### src/rtl/conv_out_pool_if.sv
// conv_out_pool_if: sample stream into and pooled pixel stream out of conv_out_pool.
//   master: valid_in, din, bias, shift driven; valid_out, dout, frame_done observed
//   slave : the pooling block, the reverse directions
interface conv_out_pool_if;
   logic               valid_in;
   logic signed [17:0] din;
   logic signed [7:0]  bias;
   logic        [3:0]  shift;
   logic               valid_out;
   logic signed [7:0]  dout;
   logic               frame_done;
   modport master (output valid_in, din, bias, shift, input valid_out, dout, frame_done);
   modport slave  (input valid_in, din, bias, shift, output valid_out, dout, frame_done);
endinterface

### src/rtl/conv_out_pool.sv
// conv_out_pool: bias + ReLU + round/shift requant of conv accumulator samples, then 2x2/stride-2 max pool.
//   clk   : rising-edge clock
//   rst_n : asynchronous active-low reset
//   bus   : slave side of conv_out_pool_if (valid_in/din/bias/shift in, valid_out/dout/frame_done out)
//   Macro CONV_OUT_POOL_EN builds the pooling path; without it every requantized sample is emitted.
module conv_out_pool #(
   parameter int IMG_W = 12,
   parameter int IMG_H = 12
) (
   input logic          clk,
   input logic          rst_n,
   conv_out_pool_if.slave bus
);
   localparam int CW = IMG_W > 1 ? $clog2(IMG_W) : 1;
   localparam int RW = IMG_H > 1 ? $clog2(IMG_H) : 1;
   logic [CW-1:0] r_col;
   logic [RW-1:0] r_row;
   logic          w_col_last, w_row_last;
   logic [18:0]   w_sum;
   logic [19:0]   w_rnd, w_shr;
   logic [6:0]    w_q;
   logic          r_v1, r_last;
   logic [6:0]    r_q;
   logic          r_vout, r_fd;
   logic [7:0]    r_dout;
   assign w_col_last = r_col == CW'(IMG_W - 1);
   assign w_row_last = r_row == RW'(IMG_H - 1);
   // 19-bit sum cannot overflow; negative sums are clamped to zero before rounding
   assign w_sum = {bus.din[17], bus.din} + {{11{bus.bias[7]}}, bus.bias};
   assign w_rnd = {2'b00, w_sum[18] ? 18'd0 : w_sum[17:0]}
                + (bus.shift != 4'd0 ? 20'd1 << (bus.shift - 4'd1) : 20'd0);
   assign w_shr = w_rnd >> bus.shift;
   assign w_q   = |w_shr[19:7] ? 7'd127 : w_shr[6:0];
   always_ff @(posedge clk or negedge rst_n)
      if (!rst_n) begin
         r_col <= '0;
         r_row <= '0;
      end else if (bus.valid_in) begin
         r_col <= w_col_last ? '0 : r_col + 1'b1;
         if (w_col_last) r_row <= w_row_last ? '0 : r_row + 1'b1;
      end
   always_ff @(posedge clk or negedge rst_n)
      if (!rst_n) begin
         r_v1   <= 1'b0;
         r_q    <= '0;
         r_last <= 1'b0;
      end else begin
         r_v1   <= bus.valid_in;
         r_last <= bus.valid_in & w_col_last & w_row_last;
         if (bus.valid_in) r_q <= w_q;
      end
`ifdef CONV_OUT_POOL_EN
   localparam int PW = IMG_W / 2;
   localparam int PH = IMG_H / 2;
   localparam int LW = PW > 1 ? $clog2(PW) : 1;
   logic          r_oc, r_or, r_win;
   logic [LW-1:0] r_idx;
   logic [6:0]    r_pair, w_pmax, w_wmax;
   logic          w_emit;
   logic [6:0]    r_lb [PW];
   // position of the sample now held in stage 1; r_win drops the unpaired last col/row of odd dims
   always_ff @(posedge clk or negedge rst_n)
      if (!rst_n) begin
         r_oc  <= 1'b0;
         r_or  <= 1'b0;
         r_win <= 1'b0;
         r_idx <= '0;
      end else if (bus.valid_in) begin
         r_oc  <= r_col[0];
         r_or  <= r_row[0];
         r_win <= (32'(r_col) < 2 * PW) && (32'(r_row) < 2 * PH);
         r_idx <= LW'(r_col >> 1);
      end
   assign w_pmax = r_q > r_pair ? r_q : r_pair;
   assign w_wmax = w_pmax > r_lb[r_idx] ? w_pmax : r_lb[r_idx];
   assign w_emit = r_v1 & r_oc & r_or & r_win;
   always_ff @(posedge clk or negedge rst_n)
      if (!rst_n) r_pair <= '0;
      else if (r_v1 && !r_oc) r_pair <= r_q;
   // no reset: every entry is written on the even row before the odd row reads it
   always_ff @(posedge clk)
      if (r_v1 && r_oc && !r_or && r_win) r_lb[r_idx] <= w_pmax;
   always_ff @(posedge clk or negedge rst_n)
      if (!rst_n) begin
         r_vout <= 1'b0;
         r_dout <= '0;
         r_fd   <= 1'b0;
      end else begin
         r_vout <= w_emit;
         r_fd   <= r_v1 & r_last;
         if (w_emit) r_dout <= {1'b0, w_wmax};
      end
`else
   always_ff @(posedge clk or negedge rst_n)
      if (!rst_n) begin
         r_vout <= 1'b0;
         r_dout <= '0;
         r_fd   <= 1'b0;
      end else begin
         r_vout <= r_v1;
         r_fd   <= r_v1 & r_last;
         if (r_v1) r_dout <= {1'b0, r_q};
      end
`endif
   assign bus.valid_out  = r_vout;
   assign bus.dout       = r_dout;
   assign bus.frame_done = r_fd;
endmodule

### src/flat_wrapper.sv
// flat-port wrapper written by rule: the top's interface ports become plain ports
module conv_out_pool_flat 
#(
   parameter int IMG_W = 12,
   parameter int IMG_H = 12
)
  (clk, rst_n, bus_valid_in, bus_din, bus_bias, bus_shift, bus_valid_out, bus_dout, bus_frame_done);
  conv_out_pool_if bus_i ();
  input logic clk;
  input logic rst_n;
  input wire logic [$bits(bus_i.valid_in)-1:0] bus_valid_in;
  input wire logic [$bits(bus_i.din)-1:0] bus_din;
  input wire logic [$bits(bus_i.bias)-1:0] bus_bias;
  input wire logic [$bits(bus_i.shift)-1:0] bus_shift;
  output wire logic [$bits(bus_i.valid_out)-1:0] bus_valid_out;
  output wire logic [$bits(bus_i.dout)-1:0] bus_dout;
  output wire logic [$bits(bus_i.frame_done)-1:0] bus_frame_done;
  assign bus_i.valid_in = bus_valid_in;
  assign bus_i.din = bus_din;
  assign bus_i.bias = bus_bias;
  assign bus_i.shift = bus_shift;
  assign bus_valid_out = bus_i.valid_out;
  assign bus_dout = bus_i.dout;
  assign bus_frame_done = bus_i.frame_done;
  conv_out_pool #(.IMG_W(IMG_W), .IMG_H(IMG_H)) u_core (.clk(clk), .rst_n(rst_n), .bus(bus_i));
endmodule
### config.mk
export PLATFORM = sky130hd
export DESIGN_NAME = conv_out_pool_flat
export DESIGN_NICKNAME = d
export VERILOG_FILES = /design/src/rtl/conv_out_pool_if.sv /design/src/rtl/conv_out_pool.sv /design/src/flat_wrapper.sv
export SDC_FILE = /design/constraint.sdc
export NUM_CORES = 1
export LEC_CHECK = 0
export ABC_AREA = 1
export ABC_CLOCK_PERIOD_IN_PS = 1500
export CORE_UTILIZATION = 54
export CTS_BUF_LIST = sky130_fd_sc_hd__clkbuf_4 sky130_fd_sc_hd__clkbuf_8
export DETAILED_ROUTE_END_ITERATION = 8
export PLACE_DENSITY = 0.91
export SETUP_SLACK_MARGIN = 0.3
export SLEW_MARGIN = 25
export SYNTH_ARGS = -nofsm -noshare
export SYNTH_HDL_FRONTEND = slang
export SYNTH_SLANG_ARGS = --single-unit
### constraint.sdc
create_clock -name clk -period 1.5 [get_ports clk]
set_clock_uncertainty 0.15 [all_clocks]
set_input_delay 0.3 -clock clk [delete_from_list [all_inputs] [get_ports clk]]
set_output_delay 0.3 -clock clk [all_outputs]
set_load 0.02 [all_outputs]
==> flow_summary.yaml, run 1 <==
yosys:
  synth.area.top_cells: "nand2_1 18%, dfrtp_1 17%, ha_1 12%, nand3_1 10%, inv_1 7.5%"
  synthTopCellsByCount: "182 x nand2_1, 76 x inv_1, 76 x nand3_1, 63 x nor2_1, 40 x a21oi_1"
  synth_edf_count: 0
  syn-cell-area_um2: 3810
  synth_top_area_share: 0.179
  seq_area_frac_synth: 0.171
  ys.flop_type: "dfrtp_1"
  synth_top_area_cell: "nand2_1"
  yosysMostFrequentCell: "nand2_1"
  ys_ff_latch: 26
  synth_cells: 632
  async_reset_ff_frac: 1.00
  syn_area_per_cell_um2: 6.03
  synth_cell_types: 42
  ys_warn_count: 0
run_status:
  status: "aborted with a tool error"
  firstError: "[ERROR DPL-0038] Utilization greater than 100%, impossible to legalize"
  stop_stage: "5_1_grt"
sta:
  worstEndpointType: "register input"
  crit_endpoint: "u_core.r_q[1]$_DFFE_PN0P_/D"
floorplanning:
  initial_core_util: 0.561
  die_y_um: 86.0
  die_w_um: 86.0
  row_count: 30
  pin_count: 43
placed_design:
  io_buffers: 41
  dpl-instance-area_um2: 5420
  post-dp-hpwl_um: 11300
  gp_congestion: 0.919
clock_network:
  hold_buffers: 0
  htree_levels: 1
  cts_made_buffers: 3
  clock_path_buffers: 2
  clock-root-buffer: "clkbuf_8"
  clock-sinks: 26
grt:
  grt_max_degree: 27
cells by family after synthesis:
family	after synthesis	share of synthesized area
buf+inv	93	0.0939
compound gates	88	0.133
flops	26	0.171
mux	3	0.00886
fa+ha+maj	38	0.129
simple gates	361	0.414
xor+xnor	22	0.0505
other cells	1	0.000984
what timing repair did:
| item | 4_1_cts |
|---|---|
| pin swaps | 86 |
| resized for setup | 240 |
| cloned | 1 |
| buffers inserted | 16 |
| setup endpoints to repair | 25 |
stage by stage:
stage	hold slack (ps)	TNS, ps	utilization	worst slack (ps)	cells
CTS	253	-17260	0.896	-2480	906
global placement	263	-23730	0.798	-3100	886
detailed placement	307	-26450	0.798	-3410	886
floorplan	-146	-16520	-	-2360	633
==> run 2: changes to the inputs <==
--- a/config.mk
+++ b/config.mk
@@ -6,12 +6,10 @@
 export NUM_CORES = 1
 export LEC_CHECK = 0
 export ABC_AREA = 1
-export ABC_CLOCK_PERIOD_IN_PS = 1500
-export CORE_UTILIZATION = 54
-export CTS_BUF_LIST = sky130_fd_sc_hd__clkbuf_4 sky130_fd_sc_hd__clkbuf_8
+export ABC_CLOCK_PERIOD_IN_PS = 1950
+export CORE_UTILIZATION = 40
 export DETAILED_ROUTE_END_ITERATION = 8
-export PLACE_DENSITY = 0.91
-export SETUP_SLACK_MARGIN = 0.3
+export PLACE_DENSITY_LB_ADDON = 0.15
 export SLEW_MARGIN = 25
 export SYNTH_ARGS = -nofsm -noshare
 export SYNTH_HDL_FRONTEND = slang
==> constraint.sdc (replaced) <==
create_clock -name clk -period 1.95 [get_ports clk]
set_clock_uncertainty 0.15 [all_clocks]
set_input_delay 0.39 -clock clk [delete_from_list [all_inputs] [get_ports clk]]
set_output_delay 0.39 -clock clk [all_outputs]
set_load 0.02 [all_outputs]
==> flow_summary.yaml, run 2 <==
run_status:
  status: "finished, violations left"
  violations: "negative setup slack"
sta:
  rsz0062_at_grt: "yes"
  finalSetupViolCount: 7
  hold_viol_final: 0
  fin_ws_ps: -2220
  fin_crit_sh: 2.14
  finalSetupTns_ps: -15390
  fmax_mhz: 240
  period_needed_ps: 4170
  final-max-slew-violation-count: 0
critical_path:
  r2r-end: "u_core.r_row[0]"
  crit_path_start: "bus_bias[7]"
  start_kind: "input pin"
  arrival_ps: 4190
  slowest_delay_ps: 340
  crit_path_end_kind: "register"
  crit_fanout: 7
  cp_common_cell: "nand2_1"
  crit_type: "in2reg"
  rr_worst_depth: 6
  worstPathRequired_ps: 1970
  cp_slowest_cell: "ha_1"
  r2r_slack_ps: 450
  worstReg2RegStart: "u_core.r_col[0]"
detailed_routing:
  wl_per_cell_um: 13.9
  routed_via_density: 5.17
  wl_met2_um: 6780
  drtAntennaViolNets: 0
  route.vias.total: 5032
  routed_wl_um: 13500
  routedLengthMet1_um: 6060
  route.met3.wl_um: 468
  dr.pass1.iters: 5
  first_iter_violations: 321
  drc_errors: 0
  dr.max_layer_used: "met4"
power_and_ir_drop:
  p_per_area_nw_per_um2: 560
  total_power_mw: 3.70
  leakagePower_nw: 3.31
  ir_worst_vdd_mv: 0.301
yosys:
  syn_area_per_cell_um2: 6.03
  synth_top_area_cell: "nand2_1"
  synth_top_area_share: 0.179
  synthTopCellsByCount: "182 x nand2_1, 76 x inv_1, 76 x nand3_1, 63 x nor2_1, 40 x a21oi_1"
  synth.area.top_cells: "nand2_1 18%, dfrtp_1 17%, ha_1 12%, nand3_1 10%, inv_1 7.5%"
  async_reset_ff_frac: 1.00
  ys_warn_count: 0
  seq_area_frac_synth: 0.171
  syn-cell-area_um2: 3810
  synth_edf_count: 0
  synth_cell_types: 42
  ys.flop_type: "dfrtp_1"
  yosysMostFrequentCell: "nand2_1"
  synth_cells: 632
  ys_ff_latch: 26
hold_path:
  min_path_cells: 2
  min_from: "u_core.r_last"
  whs_endpoint: "u_core.bus.frame_done"
  min_path_type: "reg2reg"
floorplanning:
  pin_count: 43
  row_count: 35
  die_w_um: 99.6
  core_um2: 9240
  initial_core_util: 0.413
  dieArea_um2: 9930
  die_y_um: 99.6
placed_design:
  post-dp-hpwl_um: 9230
  gp_congestion: 0.929
  io_buffers: 41
finish:
  diodes: 0
  area_delta_synth_final_pct: 73.2
  fill_cells: 698
  final_core_util: 0.714
  layout_commonest_cell: "buf_4"
  final_cell_mix: "168 x buf_4, 138 x nand2_1, 69 x inv_1, 52 x nor2_1, 48 x nand3_1"
  nNetsFinal: 916
  drive_above_1_share: 0.425
grt:
  grtUsageTotal: 0.256
  grt_pass1_wl_um: 21200
  grt_max_degree: 27
  antenna_found_initial: 0
  grt_pass1_vias: 4834
  overflow: 0
clock_network:
  clock-root-buffer: "clkbuf_8"
  clk_pin_slew_ps: 90
  hold_buffers: 0
  htree_levels: 1
  cts_made_buffers: 3
  clock_path_buffers: 2
  cts_tree: "done"
  clock-sinks: 26
  clock_latency_ps: 260
run:
  cap_violations: 0
[run 2: cell counts after synthesis]
Identical to the previous run, type by type.
[run 2: kinds of logic (layout without fill, tap and decap cells)]
kind of cell / count (synthesis) / after routing / synth area share
AND/OR/NAND/NOR: 361 / 362 / 0.414
buffers and inverters: 93 / 303 / 0.0939
AO/OA/AOI/OAI: 88 / 88 / 0.133
adder cells (fa/ha/maj): 38 / 38 / 0.129
flip-flops: 26 / 26 / 0.171
XOR/XNOR: 22 / 22 / 0.0505
multiplexers: 3 / 3 / 0.00886
other: 1 / 2 / 0.000984
[run 2: power breakdown]
part | switching (mW) | leakage, nW | internal (mW)
Sequential | 0.0757 | 0.285 | 0.666
Clock | 0.160 | 0.0357 | 0.274
Combinational | 1.32 | 2.99 | 1.20
[run 2: worst max-delay path by stage]
stage | end | slack (ps) | depth (start not counted)
2_1_floorplan | u_core.r_q[4] | -2000 | 32
3_3_place_gp | u_core.r_q[0] | -2920 | 32
3_5_place_dp | u_core.r_q[0] | -3020 | 30
4_1_cts | u_core.r_q[0] | -2000 | 34
5_1_grt | u_core.r_q[5] | -2410 | 34
6_report | u_core.r_q[5] | -2220 | 30
[run 2: area by class of cell]
cell class,instances,area [µm²],share of cell area
sequential,26,651,0.0986
clock inverter,1,30.0,0.00455
clock buffer,3,41.3,0.00625
multi-input combinational,515,3630,0.550
tap,129,161,0.0245
timing repair buffer,218,1780,0.270
inverter,81,304,0.0461
[run 2: per-layer routing]
| metal | up-vias | GRT usage |
|---|---|---|
| met3 | 22 | 0.0134 |
| met2 | 140 | 0.474 |
| met1 | 2369 | 0.329 |
| met5 | - | 0 |
| met4 | 0 | 0.0498 |
| li1 | 2501 | - |
[run 2: what timing repair did]
action,CTS,global route
resized for setup,162,76
cloned,2,0
setup endpoints to repair,7,7
pin swaps,75,69
buffers inserted,29,18
[run 2: worst max-delay path, delay by kind of cell]
kind | cells | cell delay [ps]
fa+ha+maj | 2 | 600
buf+inv | 4 | 440
simple gates | 19 | 1840
compound gates | 5 | 890
[run 2: per-stage QoR]
stage               hold slack [ps]  area (µm²)  std cells  setup WS [ps]
finish                          287        6600        973          -2220
global route                    321        6600        973          -2410
CTS                             292        6160        955          -2000
detailed placement              271        5460        920          -3020
global placement                272        5460        920          -2920
floorplan                     -55.6        3970        633          -2000
No activity file was read; power rests on OpenSTA's default activity.
